==> config.mk <==
export PLATFORM = sky130hd
export DESIGN_NAME = vending_machine
export DESIGN_NICKNAME = d
export VERILOG_FILES = /design/src/rtl/vm_pkg.sv /design/src/rtl/keypad_scanner.sv /design/src/rtl/vending_machine.sv
export SDC_FILE = /design/constraint.sdc
export NUM_CORES = 1
export LEC_CHECK = 0
export ABC_AREA = 1
export BUFFER_PORTS_ARGS = -buffer_cell sky130_fd_sc_hd__buf_2
export CAP_MARGIN = 5
export CORE_MARGIN = 10
export CORE_UTILIZATION = 25
export DETAILED_ROUTE_END_ITERATION = 7
export PLACE_DENSITY_LB_ADDON = 0.3
export SETUP_SLACK_MARGIN = 0.5
export SLEW_MARGIN = 40
export SYNTH_ARGS = -nofsm -noshare
export SYNTH_HDL_FRONTEND = slang
export SYNTH_SLANG_ARGS = --single-unit
export TNS_END_PERCENT = 1
==> constraint.sdc <==
create_clock -name clk -period 9.3 [get_ports clk]
set_input_delay 1.395 -clock clk [delete_from_list [all_inputs] [get_ports clk]]
set_output_delay 1.395 -clock clk [all_outputs]
set_load 0.03 [all_outputs]
==> src/rtl/vm_pkg.sv <==
// Shared types, key codes, coin values, price function and seven-segment
// glyphs for the vending machine. Build option VM_EXT_SCAN_EN (see the
// scanner and top files) does not affect this package.
package vm_pkg;

    typedef enum logic [2:0] {
        ST_IDLE   = 3'd0,
        ST_SELECT = 3'd1,
        ST_QTY    = 3'd2,
        ST_PRICE  = 3'd3,
        ST_PAY    = 3'd4,
        ST_CHANGE = 3'd5
    } vm_state_e;

    localparam logic [3:0] KEY_INC    = 4'hC;
    localparam logic [3:0] KEY_DEC    = 4'hD;
    localparam logic [3:0] KEY_CANCEL = 4'hE;
    localparam logic [3:0] KEY_OK     = 4'hF;

    localparam logic [6:0] COIN_1  = 7'd1;
    localparam logic [6:0] COIN_5  = 7'd5;
    localparam logic [6:0] COIN_10 = 7'd10;
    localparam logic [6:0] COIN_20 = 7'd20;

    localparam logic [3:0] QTY_MAX   = 4'd9;
    localparam logic [7:0] PAID_MAX  = 8'd99;
    localparam logic [6:0] SEG_BLANK = 7'h7F;

    // Item k costs k+1 dollars.
    function automatic logic [3:0] unit_price(input logic [2:0] item);
        return {1'b0, item} + 4'd1;
    endfunction

    // Coin keys 8..B map through their low two bits.
    function automatic logic [6:0] coin_value(input logic [1:0] sel);
        case (sel)
            2'd0:    return COIN_1;
            2'd1:    return COIN_5;
            2'd2:    return COIN_10;
            default: return COIN_20;
        endcase
    endfunction

    // Active-low glyphs, bit0 = segment a; anything above 9 is blank.
    function automatic logic [6:0] seg_glyph(input logic [3:0] d);
        case (d)
            4'd0:    return 7'h40;
            4'd1:    return 7'h79;
            4'd2:    return 7'h24;
            4'd3:    return 7'h30;
            4'd4:    return 7'h19;
            4'd5:    return 7'h12;
            4'd6:    return 7'h02;
            4'd7:    return 7'h78;
            4'd8:    return 7'h00;
            4'd9:    return 7'h10;
            default: return SEG_BLANK;
        endcase
    endfunction

    // Two digits with leading zero: {tens glyph, ones glyph}.
    function automatic logic [13:0] two_digit(input logic [6:0] v);
        return {seg_glyph(4'(v / 7'd10)), seg_glyph(4'(v % 7'd10))};
    endfunction

    // Index of the single low bit of a one-hot-low nibble.
    function automatic logic [1:0] low_index(input logic [3:0] v);
        case (v)
            4'b1101: return 2'd1;
            4'b1011: return 2'd2;
            4'b0111: return 2'd3;
            default: return 2'd0;
        endcase
    endfunction

    function automatic logic one_low(input logic [3:0] v);
        return (v == 4'b1110) || (v == 4'b1101) || (v == 4'b1011) || (v == 4'b0111);
    endfunction

endpackage

==> src/rtl/keypad_scanner.sv <==
// 4x4 active-low keypad scanner: column drive, 2-flop row synchronizer,
// press edge detection and key-code output. With VM_EXT_SCAN_EN defined
// the column is supplied from outside and no scan counter is built.
module keypad_scanner
    import vm_pkg::*;
#(
    parameter int SCAN_DIV = 50000
) (
    input  logic       clk,
    input  logic       reset,
    input  logic [3:0] row,
`ifdef VM_EXT_SCAN_EN
    input  logic [3:0] shift_col,
`else
    output logic [3:0] shift_col,
`endif
    output logic       key_valid,
    output logic [3:0] key_code
);

    logic [3:0] row_meta_q, row_meta_d;
    logic [3:0] row_sync_q, row_sync_d;
    logic [3:0] col_meta_q, col_meta_d;
    logic [3:0] col_sync_q, col_sync_d;
    logic       released_q, released_d;

    // The column is delayed alongside the row so the code pairs matching samples.
    always_comb begin
        row_meta_d = row;
        row_sync_d = row_meta_q;
        col_meta_d = shift_col;
        col_sync_d = col_meta_q;
        released_d = (row_sync_q == 4'hF);
    end

    // Synchronizer and release-tracking flops.
    always_ff @(posedge clk or posedge reset) begin
        if (reset) begin
            row_meta_q <= 4'hF;
            row_sync_q <= 4'hF;
            col_meta_q <= 4'hE;
            col_sync_q <= 4'hE;
            released_q <= 1'b0;
        end else begin
            row_meta_q <= row_meta_d;
            row_sync_q <= row_sync_d;
            col_meta_q <= col_meta_d;
            col_sync_q <= col_sync_d;
            released_q <= released_d;
        end
    end

    // One pulse per press: a single low row directly after an all-high cycle.
    assign key_valid = one_low(row_sync_q) && released_q;
    assign key_code  = {low_index(col_sync_q), low_index(row_sync_q)};

`ifndef VM_EXT_SCAN_EN
    localparam int CW = (SCAN_DIV > 1) ? $clog2(SCAN_DIV) : 1;

    logic [CW-1:0] div_q, div_d;
    logic [3:0]    col_q, col_d;

    // Rotate the driven column every SCAN_DIV cycles; hold while a key is down.
    always_comb begin
        div_d = div_q;
        col_d = col_q;
        if (row_sync_q == 4'hF) begin
            if (div_q == CW'(SCAN_DIV - 1)) begin
                div_d = '0;
                col_d = {col_q[2:0], col_q[3]};
            end else begin
                div_d = div_q + CW'(1);
            end
        end
    end

    // Scan counter and column register.
    always_ff @(posedge clk or posedge reset) begin
        if (reset) begin
            div_q <= '0;
            col_q <= 4'hE;
        end else begin
            div_q <= div_d;
            col_q <= col_d;
        end
    end

    assign shift_col = col_q;
`endif

endmodule

==> src/rtl/vending_machine.sv <==
// Vending-machine controller: keypad-driven purchase flow shown on six
// active-low seven-segment digits. VM_EXT_SCAN_EN turns shift_col into an
// input and removes the internal column scanner.
module vending_machine
    import vm_pkg::*;
#(
    parameter int SCAN_DIV = 50000
) (
    input  logic       clk,
    input  logic       reset,
    input  logic [3:0] row,
`ifdef VM_EXT_SCAN_EN
    input  logic [3:0] shift_col,
`else
    output logic [3:0] shift_col,
`endif
    output logic [6:0] D0,
    output logic [6:0] D1,
    output logic [6:0] D2,
    output logic [6:0] D3,
    output logic [6:0] D4,
    output logic [6:0] D5,
    output logic [2:0] state_dbg
);

    logic       key_valid;
    logic [3:0] key_code;

    keypad_scanner #(.SCAN_DIV(SCAN_DIV)) u_scanner (
        .clk       (clk),
        .reset     (reset),
        .row       (row),
        .shift_col (shift_col),
        .key_valid (key_valid),
        .key_code  (key_code)
    );

    vm_state_e  state_q, state_d;
    logic       item_valid_q, item_valid_d;
    logic [2:0] item_q, item_d;
    logic [3:0] qty_q, qty_d;
    logic [6:0] paid_q, paid_d;
    logic [7:0] paid_sum;
    logic [6:0] total;
    logic [6:0] change;

    assign total     = {3'b000, unit_price(item_q)} * {3'b000, qty_q};
    assign change    = paid_q - total;
    assign state_dbg = state_q;

    // Purchase flow: next state and register updates on each key event.
    always_comb begin
        state_d      = state_q;
        item_valid_d = item_valid_q;
        item_d       = item_q;
        qty_d        = qty_q;
        paid_d       = paid_q;
        paid_sum     = {1'b0, paid_q} + {1'b0, coin_value(key_code[1:0])};
        if (key_valid) begin
            if (key_code == KEY_CANCEL && state_q != ST_IDLE) begin
                state_d      = ST_IDLE;
                item_valid_d = 1'b0;
                item_d       = '0;
                qty_d        = '0;
                paid_d       = '0;
            end else begin
                case (state_q)
                    ST_IDLE: begin
                        if (key_code == KEY_OK) state_d = ST_SELECT;
                    end
                    ST_SELECT: begin
                        if (!key_code[3]) begin
                            item_valid_d = 1'b1;
                            item_d       = key_code[2:0];
                        end else if (key_code == KEY_OK && item_valid_q) begin
                            state_d = ST_QTY;
                        end
                    end
                    ST_QTY: begin
                        if (key_code == KEY_INC && qty_q < QTY_MAX) qty_d = qty_q + 4'd1;
                        if (key_code == KEY_DEC && qty_q != 4'd0)   qty_d = qty_q - 4'd1;
                        if (key_code == KEY_OK && qty_q != 4'd0)    state_d = ST_PRICE;
                    end
                    ST_PRICE: begin
                        if (key_code == KEY_OK) state_d = ST_PAY;
                    end
                    ST_PAY: begin
                        if (key_code[3:2] == 2'b10)
                            paid_d = (paid_sum > PAID_MAX) ? PAID_MAX[6:0] : paid_sum[6:0];
                        if (key_code == KEY_OK && paid_q >= total) state_d = ST_CHANGE;
                    end
                    ST_CHANGE: begin
                        if (key_code == KEY_OK) begin
                            state_d      = ST_IDLE;
                            item_valid_d = 1'b0;
                            item_d       = '0;
                            qty_d        = '0;
                            paid_d       = '0;
                        end
                    end
                    default: state_d = ST_IDLE;
                endcase
            end
        end
    end

    // Purchase registers; reset aborts any purchase in progress.
    always_ff @(posedge clk or posedge reset) begin
        if (reset) begin
            state_q      <= ST_IDLE;
            item_valid_q <= 1'b0;
            item_q       <= '0;
            qty_q        <= '0;
            paid_q       <= '0;
        end else begin
            state_q      <= state_d;
            item_valid_q <= item_valid_d;
            item_q       <= item_d;
            qty_q        <= qty_d;
            paid_q       <= paid_d;
        end
    end

    // Display decode straight from the registers.
    always_comb begin
        D5 = seg_glyph({1'b0, state_q});
        D4 = SEG_BLANK;
        D3 = SEG_BLANK;
        D2 = SEG_BLANK;
        D1 = SEG_BLANK;
        D0 = SEG_BLANK;
        case (state_q)
            ST_SELECT: begin
                if (item_valid_q) D4 = seg_glyph({1'b0, item_q});
            end
            ST_QTY: begin
                D4       = seg_glyph({1'b0, item_q});
                {D1, D0} = two_digit({3'b000, qty_q});
            end
            ST_PRICE: begin
                {D3, D2} = two_digit({3'b000, unit_price(item_q)});
                {D1, D0} = two_digit(total);
            end
            ST_PAY: begin
                {D3, D2} = two_digit(total);
                {D1, D0} = two_digit(paid_q);
            end
            ST_CHANGE: begin
                {D3, D2} = two_digit(paid_q);
                {D1, D0} = two_digit(change);
            end
            default: ;
        endcase
    end

endmodule

==> run_results.csv <==
group,metric,value,unit
pwr,leakage,0.00401,uW
timing,relSlewSlack,47.7,%
timing,finalSetupViolCount,0,
die,fp.dieH,186,um
job,cap_viol_max_count,0,
worst_setup_path,cp-start-kind,"flip-flop",
placed_design,hpwlAfterDp,16600,um
pwr,p_sw_share,24.6,%
global_routing,grt_util_all_layers,11.0,%
yosys,synthMuxAreaShare,0,%
pwr,switchingPower,118,uW
pwr,p_int,364,uW
finish,fin_cells,1484,
worst_setup_path,cpMostUsedCell,"nand2_1",
die,rows,60,
worst_setup_path,max_stage_delay,0.57,ns
die,coreArea,27100,um2
yosys,yosysTopAreaCell,"ha_1",
placed_design,place.port_buffers,54,
routing,drc,0,
worst_setup_path,crit_buf_inv,9,
worst_setup_path,critical_path.top_delay_family,"adder cells",
cts,clk_latency,0.30,ns
die,die_width,186,um
cts,cts_made_buffers,5,
worst_setup_path,crit_path_top_delay_cell,"fa_2",
worst_setup_path,arrival,6.85,ns
timing,finalHoldViolCount,0,
timing,timing.final.crit_share,88.6,%
yosys,synth_fa_ha_area_share,17.2,%
timing,rsz0062_at_grt,"false",
global_routing,grt_pass1_vias,6429,
routing,wl_per_cell,13.4,um
yosys,ys_types,51,
finish,num_antenna_cells,0,
yosys,synth_compound_area_share,14.2,%
pwr,pwr-share-comb,5.2,%
worst_setup_path,cp-end-kind,"primary output",
routing,wl,19900,um
yosys,ys_ff_latch,55,
yosys,ys_warn_count,0,
worst_setup_path,crit_path_max_fanout,8,
yosys,synth_top_area_share,15.2,%
routing,drtIter0Drc,476,
cts,clkTransAtPathRegs,0.08,ns
cts,cts.sinks,55,
global_routing,grt_max_degree,56,
yosys,ys.flop_type,"dfrtp_1",
timing,clock_skew,0.00534,ns
yosys,synth_nets,1148,
routing,ant_nets,0,
worst_setup_path,critPathKind,"reg2out",
yosys,synthSimpleGateAreaFrac,35.0,%
yosys,synth_area,6910,um2
die,start_util,25.5,%
yosys,avgSynthCellArea,6.58,um2
routing,firstDrtPassIters,5,
yosys,async_flop_share,100,%
yosys,synth_top_family_by_area,"simple AND/OR/NAND/NOR gates",
hold_path,hp-class,"reg2reg",
status,status,"completed",
yosys,syn-instance-count,1051,
finish,layout-drive-gt1-share,15.9,%
yosys,synth_most_common_cell,"nand2_1",
cts,root_buffer,"clkbuf_16",
worst_setup_path,critical_path_required,7.91,ns
yosys,synth_edf_count,0,
placed_design,placedCellCount,1469,
cts,cts.htree.levels,2,
cts,cts.path.max_buffers,2,
timing,tns,0,ns
global_routing,grt-ovfl-total,0,
finish,areaGrowthSynthToFinish,14.1,%
cts,cts_tree,"built",
global_routing,grt_pass1_wl,32600,um
die,ios,55,
pwr,pwr-share-clk,41.3,%
timing,final_max_slew_viol_count,0,
pwr,peakVddDrop,0.118,mV
yosys,ys_seq_area_share,20.2,%
placed_design,place_congestion,0.876,
timing,min_period,8.24,ns
timing,fmaxAchievable,121,MHz
routing,vias_per_cell,4.62,
finish,final_nets,1208,
yosys,synth_area_leaders,"ha_1 15%, nand2_1 14%, dfrtp_1 14%, inv_1 8.6%, nand3_1 8.0%",
timing,worst_slew_pin_slew,0.780,ns
yosys,synthTopCellsByCount,"257 x nand2_1, 159 x inv_1, 110 x nand3_1",
die,die_area,34700,um2
pwr,p_per_area,61.1,nW/um2
global_routing,antenna_found_initial,0,
yosys,synth_xor_area_share,2.88,%
pwr,p_seq_share,53.5,%
routing,vias,6857,
## power groups by stage
stage / logic (uW) / clock network, uW / registers [uW]
6_report: 24.9 / 199 / 258
5_1_grt: 29.9 / 214 / 260
4_1_cts: 25.7 / 206 / 258
3_5_place_dp: 25.9 / 0 / 262
3_3_place_gp: 25.3 / 0 / 262
2_1_floorplan: 19.7 / 0 / 260
## flip-flops by register name, summed over array words and instances (netlist names)
name,count
u_scanner.div_q,16
u_scanner.col_sync_q,4
u_scanner.row_meta_q,4
u_scanner.col_meta_q,4
u_scanner.released_q,1
item_valid_q,1
u_scanner.shift_col,4
state_dbg,3
qty_q,4
u_scanner.row_sync_q,4
item_q,3
paid_q,7
## metrics by stage
step	hold slack (ns)	total power (uW)	util (%)	setup slack, ns	area, um2
global route	0.368	504	29.1	0.513	7890
floorplan	0.331	280	-	1.64	6910
detailed placement	0.338	288	28.1	0.864	7620
finish	0.359	482	29.1	1.06	7890
global placement	0.337	287	28.1	1.02	7610
CTS	0.360	489	28.7	0.519	7780
## kinds of logic (layout without fill, tap and decap cells)
logic type	Yosys count	count (layout)
fa+ha+maj	91	91
simple gates	529	529
buf+inv	188	249
xor+xnor	21	21
flops	55	55
compound gates	167	167
## timing repair
action / CTS / global route
gates resized for setup: 0 / 16
buffers inserted: 0 / 7
setup endpoints to repair: 0 / 14
hold buffers: 0 / 0
## final cells by class
class | instances | area [um2]
clock buffers | 5 | 125
fillers | 3024 | 19200
repair buffers | 64 | 348
multi-input cells | 808 | 4840
inverters | 177 | 671
flip-flops and latches | 55 | 1400
well taps | 372 | 465
clock inverters | 3 | 31.3
## layout by cell type, fill, tap and decap left out, types with 7 or more instances in the layout
cell type	instances
a21oi_1	45
a31oi_1	8
buf_2	53
buf_4	10
dfrtp_1	35
dfstp_2	17
ha_1	82
inv_1	156
inv_2	15
nand2_1	257
nand2_2	21
nand2_4	7
nand3_1	109
nand3_2	10
nand4_1	11
nor2_1	74
nor3_1	13
o2111ai_1	7
o211ai_1	12
o21ai_0	58
o21ai_1	12
o22ai_1	9
xor2_1	13
## worst paths after layout
path | from | to | slack [ns] | cells after the start
min in group asynchronous | reset | u_scanner.div_q[10]$_DFFE_PP0P_ | 1.27 | 3
max in group asynchronous | reset | item_q[0]$_DFFE_PP0P_ | 7.53 | 3
worst min register to register | u_scanner.col_meta_q[0]$_DFF_PP0_ | u_scanner.col_sync_q[0]$_DFF_PP0_ | 0.36 | 0
worst max-delay path | item_q[0]$_DFFE_PP0P_ | D0[1] | 1.06 | 42
worst max register to register | item_q[0]$_DFFE_PP0P_ | state_dbg[0]$_DFFE_PP0P_ | 4.40 | 23
worst min-delay path | u_scanner.col_meta_q[0]$_DFF_PP0_ | u_scanner.col_sync_q[0]$_DFF_PP0_ | 0.36 | 0
## per-layer routing
metal / up-vias / GRT usage (%) / routed length [um]
met5: - / 0 / 0
met3: 12 / 1.14 / 597
met4: 0 / 2.16 / 281
li1: 3559 / - / -
met2: 111 / 17.4 / 8630
met1: 3175 / 15.9 / 10400
Note: power is estimated with default switching activity, not from simulation.
